File: src/rtl/pc_flag_unit.sv
// Program counter, N/V/Z flag register, branch resolution and sticky halt.
// Branches resolve against the registered flags only. A flag write becomes visible to the next instruction.
module pc_flag_unit #(
  parameter logic [15:0] RESET_PC = 16'h0000
) (
  input  logic        clk,
  input  logic        rst_n,
  input  logic [2:0]  flag_in,
  input  logic        flag_we,
  output logic [2:0]  flag_q,
  input  logic        br_imm,
  input  logic        br_reg,
  input  logic [2:0]  cond,
  input  logic [8:0]  imm9,
  input  logic [15:0] rs_data,
  input  logic        halt,
  input  logic        stall,
  output logic [15:0] pc,
  output logic [15:0] pc_plus2,
  output logic        taken,
  output logic        halted
);

  logic        flag_n, flag_v, flag_z;
  logic        cond_true;
  logic [15:0] br_off;
  logic [15:0] target;

  assign flag_n = flag_q[0];
  assign flag_v = flag_q[1];
  assign flag_z = flag_q[2];

  always_comb begin
    cond_true = 1'b0;
    case (cond)
      3'b000: cond_true = ~flag_z;
      3'b001: cond_true = flag_z;
      3'b010: cond_true = ~flag_z & ~flag_n;
      3'b011: cond_true = flag_n;
      3'b100: cond_true = flag_z | ~flag_n;
      3'b101: cond_true = flag_n | flag_z;
      3'b110: cond_true = flag_v;
      3'b111: cond_true = 1'b1;
      default: cond_true = 1'b0;
    endcase
  end

  assign pc_plus2 = pc + 16'd2;
  // Word offset: sign-extend imm9 and shift left by one in a single concatenation.
  assign br_off   = {{6{imm9[8]}}, imm9, 1'b0};
  assign target   = br_reg ? {rs_data[15:1], 1'b0} : (pc_plus2 + br_off);
  assign taken    = (br_imm | br_reg) & cond_true & ~halted & rst_n;

  always_ff @(posedge clk or negedge rst_n) begin
    if (!rst_n) begin
      pc     <= RESET_PC;
      flag_q <= 3'b000;
      halted <= 1'b0;
    end else if (!halted && !stall) begin
      if (halt)       halted <= 1'b1;
      else if (taken) pc     <= target;
      else            pc     <= pc_plus2;
      if (flag_we)    flag_q <= flag_in;
    end
  end

endmodule

File: config.mk
export PLATFORM = sky130hd
export DESIGN_NAME = pc_flag_unit
export DESIGN_NICKNAME = d
export VERILOG_FILES = /design/src/rtl/pc_flag_unit.sv
export SDC_FILE = /design/constraint.sdc
export NUM_CORES = 1
export LEC_CHECK = 0
export CORE_ASPECT_RATIO = 1.75
export CORE_UTILIZATION = 40
export CTS_BUF_LIST = sky130_fd_sc_hd__clkbuf_4
export CTS_CLUSTER_SIZE = 12
export DETAILED_ROUTE_END_ITERATION = 16
export DONT_BUFFER_PORTS = 1
export GPL_TIMING_DRIVEN = 0
export PLACE_DENSITY = 0.57
export SLEW_MARGIN = 25
export SYNTH_ARGS = -nofsm -noshare
export SYNTH_HDL_FRONTEND = slang
export SYNTH_SLANG_ARGS = --single-unit
File: constraint.sdc
create_clock -name clk -period 5.5 [get_ports clk]
set_input_delay 0.55 -clock clk [delete_from_list [all_inputs] [get_ports clk]]
set_output_delay 0.55 -clock clk [all_outputs]
set_load 0.02 [all_outputs]
==> flow_metrics.py, run 1 <==
metrics = {
    "pwr": {
        "power_mw": 0.5098,
        "p_per_area_nw_per_um2": 233.6,
        "max-vdd-ir-drop_uv": 162.2,
        "p_leak_nw": 0.9225,
    },
    "cts": {
        "numCtsBuffers": 3,
        "cts_max_path_buffers": 2,
        "clk_latency_ns": 0.30,
        "cts_tree": "yes",
        "cts_max_level": 1,
        "numClockSinks": 19,
        "root_buffer": "clkbuf_4",
        "ctsResizeCount": 0,
        "clk_pin_slew_ns": 0.12,
    },
    "placement": {
        "place_hpwl_um": 4708,
        "dpl.cell_count": 306,
        "globalplace.congestion": 0.8289,
        "portBuffers": 0,
    },
    "timing": {
        "max_freq_mhz": 248.7,
        "maxSlewHeadroom_pct": 54.04,
        "rsz0062_at_grt": "false",
        "hold_violations": 0,
        "tightest_slew_ns": 0.6870,
        "fin_crit_ns": 4.021,
        "finalSetupTns_ns": 0,
        "fin_skew_ns": 0.001881,
        "finalMaxSlewViolations": 0,
        "setup_violations": 0,
        "finalCritPeriodShare_pct": 73.12,
        "hold-worst-slack_ns": 0.1861,
    },
    "synth": {
        "ys.flop_type": "dfrtp_1",
        "synth-xor-area-share_pct": 10.08,
        "yosys_warnings": 0,
        "async_reset_ff_share_pct": 100.0,
        "muxShareOfSynthArea_pct": 3.199,
        "ys_ff_latch": 19,
        "synth-simple-area-share_pct": 19.37,
        "synth_fa_ha_area_share_pct": 11.83,
        "synth.distinct_cells": 59,
        "synthCells": 251,
        "yosysSeqAreaShare_pct": 22.93,
        "postSynthAreaPerCell_um2": 8.260,
        "synth-compound-area-share_pct": 26.74,
        "netlist_area_um2": 2073,
        "synth_top_family_by_area": "compound AO/OA/AOI/OAI gates",
        "synth_edf_count": 0,
    },
    "run_status": {
        "run_status": "finished, final reports clean",
    },
    "layout": {
        "syn_to_final_growth_pct": 5.250,
        "nFillCells": 524,
        "diodes": 0,
        "final_cell_mix": "nand2_1 (26), o21ai_0 (25), dfrtp_1 (19)",
        "drive_above_1_share_pct": 10.89,
        "layout.nets": 315,
        "stdcell_count": 311,
        "regArea_um2": 475.5,
        "final_common_cell": "nand2_1",
        "final_util_pct": 43.84,
        "multiInputGateArea_um2": 1489,
    },
    "floorplan": {
        "pin_count": 75,
        "start_util_pct": 41.65,
        "num_rows": 34,
        "die-width_um": 56.42,
        "dieHeight_um": 97.24,
        "design.core.area_um2": 4977,
        "dieArea_um2": 5486,
    },
    "global_routing": {
        "overflow": 0,
        "antenna_found_initial": 0,
        "use_met2_pct": 42.17,
        "grtUsageMet1_pct": 24.46,
        "grt_pass1_wl_um": 9494,
        "grt_pass1_vias": 1909,
        "met3_usage_pct": 2.929,
        "grt.total_usage_pct": 21.92,
        "grt-busiest-layer": "met2",
        "grt_max_degree": 20,
    },
    "setup_path": {
        "end_kind": "flip-flop",
        "r2r_cells": 11,
        "crit_fanout": 7,
        "endpoint": "pc[15]",
        "path_class": "flip-flop to flip-flop",
        "critPathArrivalTime_ns": 4.20,
        "rrSetupSlack_ns": 1.48,
        "cp-startpoint": "pc[3]",
        "worstPathRequired_ns": 5.68,
        "rr_startpoint": "pc[3]",
        "rr_endpoint": "pc[15]",
        "start_kind": "flip-flop",
    },
    "routing": {
        "antenna_left": 0,
        "routed_via_density": 6.238,
        "drtIter0Drc": 43,
        "vias": 1940,
        "firstDrtPassIters": 4,
        "routed_wl_um": 6016,
        "post_drt_wl_per_cell_um": 19.34,
        "drt_drc_violations_left": 0,
    },
    "worst_hold_path": {
        "min_path_type": "primary input to async pin",
    },
    "job": {
        "drv_cap": 0,
    },
}
==> registers in the layout (all words and copies together), names as in the netlist <==
signal  cells
flag_q      3
pc         15
halted      1
==> metrics by stage <==
step	cell area, um2	worst slack [ns]
after CTS	2187	1.440
after detailed placement	2150	1.468
after floorplan	2077	2.090
after global routing	2182	1.214
after global placement	2145	1.448
final	2182	1.479
==> kinds of logic after synthesis <==
| kind of cell | count (synthesis) |
|---|---|
| DFF | 19 |
| buffers and inverters | 20 |
| adders and majority gates | 19 |
| AOI/OAI and AO/OA | 84 |
| and+or+nand+nor | 79 |
| other | 1 |
| xor gates and xnor gates | 23 |
| muxes | 6 |
==> timing repair <==
| action | 4_1_cts | 5_1_grt |
|---|---|---|
| hold endpoints to repair | 19 | 0 |
| setup buffers | 0 | 0 |
| hold buffers | 1 | 0 |
==> cells in the mapped netlist (all sizes together) (2+ instances only) <==
| cell | instances | share of area [%] |
|---|---|---|
| o31ai | 2 | 0.72 |
| a31oi | 4 | 1.2 |
| inv | 8 | 1.4 |
| nor2b | 3 | 0.91 |
| nor3 | 11 | 2.7 |
| o21ai | 25 | 6.0 |
| xor2 | 13 | 5.5 |
| nor2 | 15 | 2.7 |
| a21o | 3 | 1.1 |
| nand4 | 2 | 0.60 |
| mux2 | 5 | 2.7 |
| nand2 | 26 | 4.7 |
| xnor2 | 10 | 4.6 |
| o22a | 3 | 1.3 |
| dfrtp | 19 | 23 |
| and3 | 3 | 1.2 |
| or3 | 4 | 1.3 |
| o21a | 4 | 1.4 |
| nand2b | 2 | 0.60 |
| a211oi | 8 | 2.9 |
| nand3 | 6 | 2.1 |
| buf | 6 | 2.1 |
| ha | 18 | 11 |
| a21oi | 14 | 3.4 |
| clkbuf | 6 | 2.1 |
| o211ai | 9 | 3.5 |
==> area by class of cell <==
type / instances / share of cell area [%]
Multi-Input combinational cell: 213 / 68.23
Buffer: 12 / 4.014
Timing Repair Buffer: 1 / 0.2294
Tap cell: 54 / 3.096
Clock buffer: 3 / 1.032
Inverter: 8 / 1.376
Clock inverter: 1 / 0.2294
Sequential cell: 19 / 21.79
==> worst min path at each step <==
stage	to	slack (ns)	cells after the start
5_1_grt	pc[10]	0.21	1
3_3_place_gp	pc[12]	0.25	0
3_5_place_dp	pc[12]	0.25	0
4_1_cts	halted	0.35	1
2_1_floorplan	flag_q[0]	0.25	0
6_report	pc[12]	0.19	1
==> critical path, stage by stage (launching register included) <==
cell	delay, ns
dfrtp_1	0.58
and3_1	0.31
and3_2	0.24
nand3_1	0.10
xnor2_1	0.57
ha_1	0.43
a2111o_1	0.43
o21ai_0	0.44
o31ai_1	0.19
o31ai_1	0.29
xnor2_1	0.19
o221ai_1	0.15
==> power breakdown <==
part	switching (mW)	internal (mW)	leakage (nW)
Combinational	0.140	0.0897	0.664
Clock	0.0476	0.0271	0.0177
Sequential	0.0492	0.156	0.240
Total	0.237	0.273	0.923
==> routing by layer <==
metal | part of all wire, % | routed length (um) | vias to the layer above
li1 | - | - | 942
met1 | 38 | 2272 | 929
met2 | 56 | 3364 | 61
met3 | 4.7 | 280 | 8
met4 | 1.6 | 99 | 0
met5 | 0 | 0 | -
Note: power is estimated with default switching activity, not from simulation.
==> inputs of run 2 (changes only) <==
- PLACE_DENSITY: 0.57 -> 0.59
- clock period: 5.5 -> 3.2 ns (I/O delays scaled with it)
==> run 2 against run 1 <==
Compared with the run above:
- power rose by 96%
- sequential power rose by 79%
- routed wire length rose by 1.5%
- sequential share of layout area fell by 3.5 points
- register-to-register slack got worse by 1.4 ns
- final cell count rose by 4.5%
- combinational power rose by 110%
- global-route usage rose by 0.49 points
- final area rose by 21%
- hold slack got worse by 0.058 ns
- clock skew rose by 0.0013 ns
- largest cell class unchanged
==> flow_metrics.py, run 2 (synthesized netlist as in run 1, its figures left out) <==
metrics = {
    "layout": {
        "final_common_cell": "nand2_1",
        "reg_top3": "pc (15), flag_q (3), halted (1)",
        "design_area_um2": 2640,
        "drive_above_1_share_pct": 28.78,
        "largest_reg_flops": 15,
        "syn_to_final_growth_pct": 27.34,
        "layout.nets": 329,
        "final_cell_mix": "nand2_1 (24), o21ai_0 (22), buf_4 (15)",
        "diodes": 0,
        "regMostFlops": "pc",
    },
    "routing": {
        "antenna_left": 0,
        "post_drt_wl_per_cell_um": 18.79,
        "vias": 2019,
        "drtIter0Drc": 59,
        "drt_drc_violations_left": 0,
        "firstDrtPassIters": 4,
        "routed_via_density": 6.212,
        "routed_wl_um": 6108,
    },
    "cts": {
        "cts_tree": "yes",
        "clk_latency_ns": 0.31,
        "clk_pin_slew_ns": 0.12,
        "numCtsBuffers": 3,
        "root_buffer": "clkbuf_4",
        "numClockSinks": 19,
        "cts_max_path_buffers": 2,
        "cts_max_level": 1,
    },
    "pwr": {
        "p_leak_nw": 1.061,
        "max-vdd-ir-drop_uv": 286.4,
        "p_per_area_nw_per_um2": 379.1,
    },
    "timing": {
        "tightest_slew_ns": 0.6483,
        "rsz0062_at_grt": "true",
        "hold-worst-slack_ns": 0.1286,
        "setup_violations": 0,
        "fin_skew_ns": 0.003198,
        "max_freq_mhz": 323.2,
        "fin_crit_ns": 3.094,
        "hold_violations": 0,
        "finalMaxSlewViolations": 0,
        "maxSlewHeadroom_pct": 56.54,
        "finalCritPeriodShare_pct": 96.70,
    },
    "setup_path": {
        "cpMostUsedCell": "and3_4",
        "crit_fanout": 7,
        "path_class": "flip-flop to flip-flop",
        "critPathArrivalTime_ns": 3.28,
        "start_kind": "flip-flop",
        "slowest_delay_ns": 0.52,
        "crit_path_cell_trace": "and3_4 > and3_4 > nand3_4 > xnor2_4 > ha_4 > a2111o_1 > o21ai_4 > o31ai_4 > o31ai_2 > xnor2_1 > o221ai_1",
        "end_kind": "flip-flop",
        "cp_slowest_cell": "dfrtp_2",
        "worstPathRequired_ns": 3.39,
    },
    "floorplan": {
        "start_util_pct": 41.65,
        "dieArea_um2": 5486,
        "pin_count": 75,
        "die-width_um": 56.42,
        "design.core.area_um2": 4977,
        "dieHeight_um": 97.24,
        "num_rows": 34,
    },
    "placement": {
        "portBuffers": 0,
        "globalplace.congestion": 0.8115,
        "post_dp_cell_area_um2": 2166,
        "place_hpwl_um": 4641,
    },
    "run_status": {
        "run_status": "finished, final reports clean",
    },
    "global_routing": {
        "grt_max_degree": 20,
        "overflow": 0,
        "grt.total_usage_pct": 22.42,
        "grt_pass1_vias": 2053,
        "grt_pass1_wl_um": 9742,
        "antenna_found_initial": 0,
    },
    "job": {
        "drv_cap": 0,
    },
    "worst_hold_path": {
        "min_path_type": "primary input to flip-flop",
    },
}
[run 2: worst max-delay path, delay by kind of cell, from the launching register on]
kind	cells	cell delay (ns)
compound gates	5	1.09
simple gates	3	0.58
flops	1	0.52
xor+xnor	2	0.51
fa+ha+maj	1	0.26
[run 2: final timing paths]
check / from / to / slack, ns / cells after the start
worst max register to register: pc[3] / pc[15] / 0.11 / 11
worst min register to register: pc[2] / pc[2] / 0.66 / 2
worst max-delay path: pc[3] / pc[15] / 0.11 / 11
min in group asynchronous: rst_n / pc[10] / 0.51 / 2
max in group asynchronous: rst_n / pc[4] / 2.35 / 2
worst min-delay path: halt / halted / 0.13 / 1
[run 2: repair_timing]
action / in CTS / in global routing
endpoints found under the setup margin: 8 / 5
hold endpoints to repair: 19 / 19
hold buffers: 1 / 1
resized for setup: 34 / 22
buffers inserted: 3 / 10
pin swaps: 8 / 16
[run 2: area by class of cell]
cell class / count / area, um2
fillers: 485 / 2337
inverters: 8 / 30.03
well taps: 54 / 67.56
repair buffers: 15 / 125.1
multi-input cells: 213 / 1818
flip-flops and latches: 19 / 481.7
clock buffers: 4 / 30.03
plain buffers: 12 / 87.58
[run 2: metal layers]
metal  wire length, um  part of all wire (%)  global-route usage (%)
met1              2236                    37                   23.55
met2              3446                    56                   42.35
met3               290                   4.7                   4.394
met4               134                   2.2                   8.068
met5                 0                     0                       0
[run 2: stage by stage]
step           std cells  setup TNS, ns  power (mW)  utilization, %  setup WS, ns
5_1_grt              325        -0.1359       1.068           53.04      -0.04187
3_3_place_gp         306         -2.394      0.7477           43.41       -0.5912
2_1_floorplan        252      -0.005768      0.6714               -     -0.005768
6_report             325              0       1.001           53.04        0.1057
4_1_cts              314              0      0.9673           48.99       0.01034
3_5_place_dp         306         -2.364      0.7523           43.51       -0.6079
[run 2: where the power goes]
| part | internal [mW] | switching (mW) | leakage (nW) |
|---|---|---|---|
| Clock | 0.0571 | 0.0826 | 0.0184 |
| Sequential | 0.271 | 0.0979 | 0.234 |
| Combinational | 0.219 | 0.273 | 0.809 |
| Total | 0.547 | 0.454 | 1.06 |
==> inputs of run 3 (changes only) <==
- ABC_AREA: unset -> 1
- SLEW_MARGIN: 25 -> unset
==> run 3 against run 2 <==
Compared with the run above:
- hold slack lost 0.014 ns
- count of clock-buffer cells in the layout is the same
- non-clock buffer count fell by 18
- critical endpoint is now pc[14]
- flip-flop and latch count unchanged
- maximum frequency up 5.9%
- power decreased by 39%
- final cell count up 35%
- clock power fell by 4%
==> flow_metrics.py, run 3 <==
metrics = {
    "layout": {
        "stdcell_count": 440,
        "design_area_um2": 2440,
        "largest_reg_flops": 15,
        "reg_top3": "pc (15), flag_q (3), halted (1)",
        "layout.nets": 424,
        "final_util_pct": 45.67,
        "drive_above_1_share_pct": 9.290,
        "final_cell_mix": "nand2_1 (95), nor2_1 (55), inv_1 (38)",
        "nFillCells": 609,
        "diodes": 0,
        "regMostFlops": "pc",
        "syn_to_final_growth_pct": 8.999,
        "final_common_cell": "nand2_1",
    },
    "synth": {
        "yosysSeqAreaShare_pct": 21.24,
        "ys_ff_latch": 19,
        "synth-xor-area-share_pct": 6.205,
        "muxShareOfSynthArea_pct": 1.509,
        "async_reset_ff_share_pct": 100.0,
        "synth-simple-area-share_pct": 36.00,
        "synth_edf_count": 0,
        "netlist_top_cells_count": "nand2_1 (95), nor2_1 (56), inv_1 (38)",
        "postSynthAreaPerCell_um2": 6.218,
        "yosys.cell_count.top_type": "nand2_1",
        "synthCells": 360,
        "synth-compound-area-share_pct": 14.92,
        "ys.flop_type": "dfrtp_1",
        "synth_top_family_by_area": "simple AND/OR/NAND/NOR gates",
        "yosysTopAreaCell": "dfrtp_1",
        "synth_fa_ha_area_share_pct": 10.96,
        "yosys-top-cells-area": "dfrtp_1 (21%), nand2_1 (16%), ha_1 (10%)",
        "netlist_area_um2": 2238,
        "yosys_warnings": 0,
        "synth.distinct_cells": 34,
        "synth_top_area_share_pct": 21.24,
    },
    "timing": {
        "hold-worst-slack_ns": 0.1146,
        "finalMaxSlewViolations": 0,
        "fin_crit_ns": 2.921,
        "hold_violations": 0,
        "max_freq_mhz": 342.4,
        "maxSlewHeadroom_pct": 38.50,
        "setup_violations": 0,
        "tightest_slew_ns": 0.9194,
        "fin_skew_ns": 0.003285,
        "finalSetupTns_ns": 0,
        "finalCritPeriodShare_pct": 91.27,
    },
    "setup_path": {
        "path_class": "flip-flop to flip-flop",
        "start_kind": "flip-flop",
        "worstPathRequired_ns": 3.43,
        "crit_fanout": 5,
        "rrSetupSlack_ns": 0.28,
        "end_kind": "flip-flop",
        "critPathArrivalTime_ns": 3.15,
    },
    "floorplan": {
        "dieHeight_um": 101.0,
        "design.core.area_um2": 5343,
        "pin_count": 75,
        "num_rows": 35,
        "start_util_pct": 41.90,
        "dieArea_um2": 5911,
        "die-width_um": 58.55,
    },
    "placement": {
        "portBuffers": 0,
        "dpl.cell_count": 435,
        "place_hpwl_um": 5498,
        "post_dp_cell_area_um2": 2335,
        "globalplace.congestion": 0.9478,
    },
    "pwr": {
        "max-vdd-ir-drop_uv": 106.3,
        "p_leak_nw": 1.292,
        "p_per_area_nw_per_um2": 249.1,
    },
    "routing": {
        "vias": 2270,
        "antenna_left": 0,
        "routed_via_density": 5.159,
        "firstDrtPassIters": 4,
        "routed_wl_um": 6618,
        "post_drt_wl_per_cell_um": 15.04,
        "drt_drc_violations_left": 0,
        "drtIter0Drc": 69,
    },
    "cts": {
        "cts_tree": "yes",
        "clk_pin_slew_ns": 0.11,
        "root_buffer": "clkbuf_4",
        "numClockSinks": 19,
        "cts_max_path_buffers": 2,
        "numCtsBuffers": 3,
        "clk_latency_ns": 0.30,
        "cts_max_level": 1,
    },
    "worst_hold_path": {
        "min_path_type": "primary input to flip-flop",
    },
    "global_routing": {
        "grt.total_usage_pct": 22.11,
        "overflow": 0,
        "grt_pass1_wl_um": 9991,
        "antenna_found_initial": 0,
        "grt_max_degree": 20,
        "grt_pass1_vias": 2163,
    },
    "job": {
        "drv_cap": 0,
    },
    "run_status": {
        "run_status": "finished, final reports clean",
    },
}
[run 3: cell types whose count changed after synthesis, sizes merged, moves of 6 or more]
cell / previous run / this run
nor2: 15 / 57
nand2: 26 / 98
a21oi: 14 / 35
nand3: 6 / 30
o21ai: 25 / 17
a211oi: 8 / 0
inv: 8 / 38
nor3: 11 / 3
o211ai: 9 / 3
[run 3: cell type report]
class	instances	area [um2]	share of cell area, %
Timing Repair Buffer	1	10.01	0.4103
Multi-Input combinational cell	293	1627	66.67
Tap cell	74	92.59	3.795
Sequential cell	19	479.2	19.64
Buffer	8	47.55	1.949
Inverter	41	153.9	6.308
Clock buffer	4	30.03	1.231
[run 3: metal layers]
| metal | vias up | part of all wire, % | track usage (%) | routed length (um) |
|---|---|---|---|---|
| met5 | - | 0 | 0 | 0 |
| met4 | 0 | 1.7 | 9.158 | 113 |
| met3 | 8 | 4.6 | 3.338 | 303 |
| met2 | 61 | 55 | 43.32 | 3625 |
| met1 | 1030 | 39 | 22.13 | 2575 |
| li1 | 1171 | - | - | - |
[run 3: power breakdown]
part	switching (mW)	total (mW)	internal, mW
sequential	0.0277	0.277	0.249
clock	0.0784	0.135	0.0570
combinational	0.128	0.196	0.0673
[run 3: metrics by stage]
stage	worst slack [ns]	power (mW)
2_1_floorplan	0.3914	0.4261
3_3_place_gp	-0.1235	0.4627
3_5_place_dp	-0.1406	0.4648
4_1_cts	0.04206	0.6084
5_1_grt	-0.01137	0.6479
6_report	0.2792	0.6078
[run 3: path summary, 6_finish.rpt]
| kind | start | cells after the start | end |
|---|---|---|---|
| hold / removal | stall | 1 | halted |
| min in group asynchronous | rst_n | 1 | pc[5] |
| setup / recovery | pc[1] | 15 | pc[14] |
| setup reg to reg | pc[1] | 15 | pc[14] |
| hold reg to reg | pc[2] | 2 | pc[2] |
| max in group asynchronous | rst_n | 1 | pc[2] |
[run 3: repair_timing]
action,in CTS,in global routing
setup endpoints to repair,4,8
gates cloned,0,0
setup buffers,0,0
hold buffers,1,0
gates resized for setup,3,10
endpoints found under the hold margin,19,0
[run 3: worst max-delay path, stage by stage (launching register included)]
cell,delay [ns]
dfrtp_2,0.48
ha_1,0.28
inv_1,0.09
nor2_1,0.18
nand2_1,0.15
xor2_1,0.17
inv_1,0.25
ha_1,0.30
nand2_1,0.08
nand2_1,0.05
o21bai_1,0.17
a21oi_1,0.25
nand3_1,0.10
nand3_1,0.09
nand2_1,0.06
a21oi_1,0.13
[run 3: cell families after synthesis]
| family | count (synthesis) |
|---|---|
| adder cells (fa/ha/maj) | 19 |
| AO/OA/AOI/OAI | 61 |
| other | 1 |
| XOR/XNOR | 15 |
| multiplexers | 3 |
| buffers and inverters | 49 |
| flip-flops | 19 |
| AND/OR/NAND/NOR | 193 |
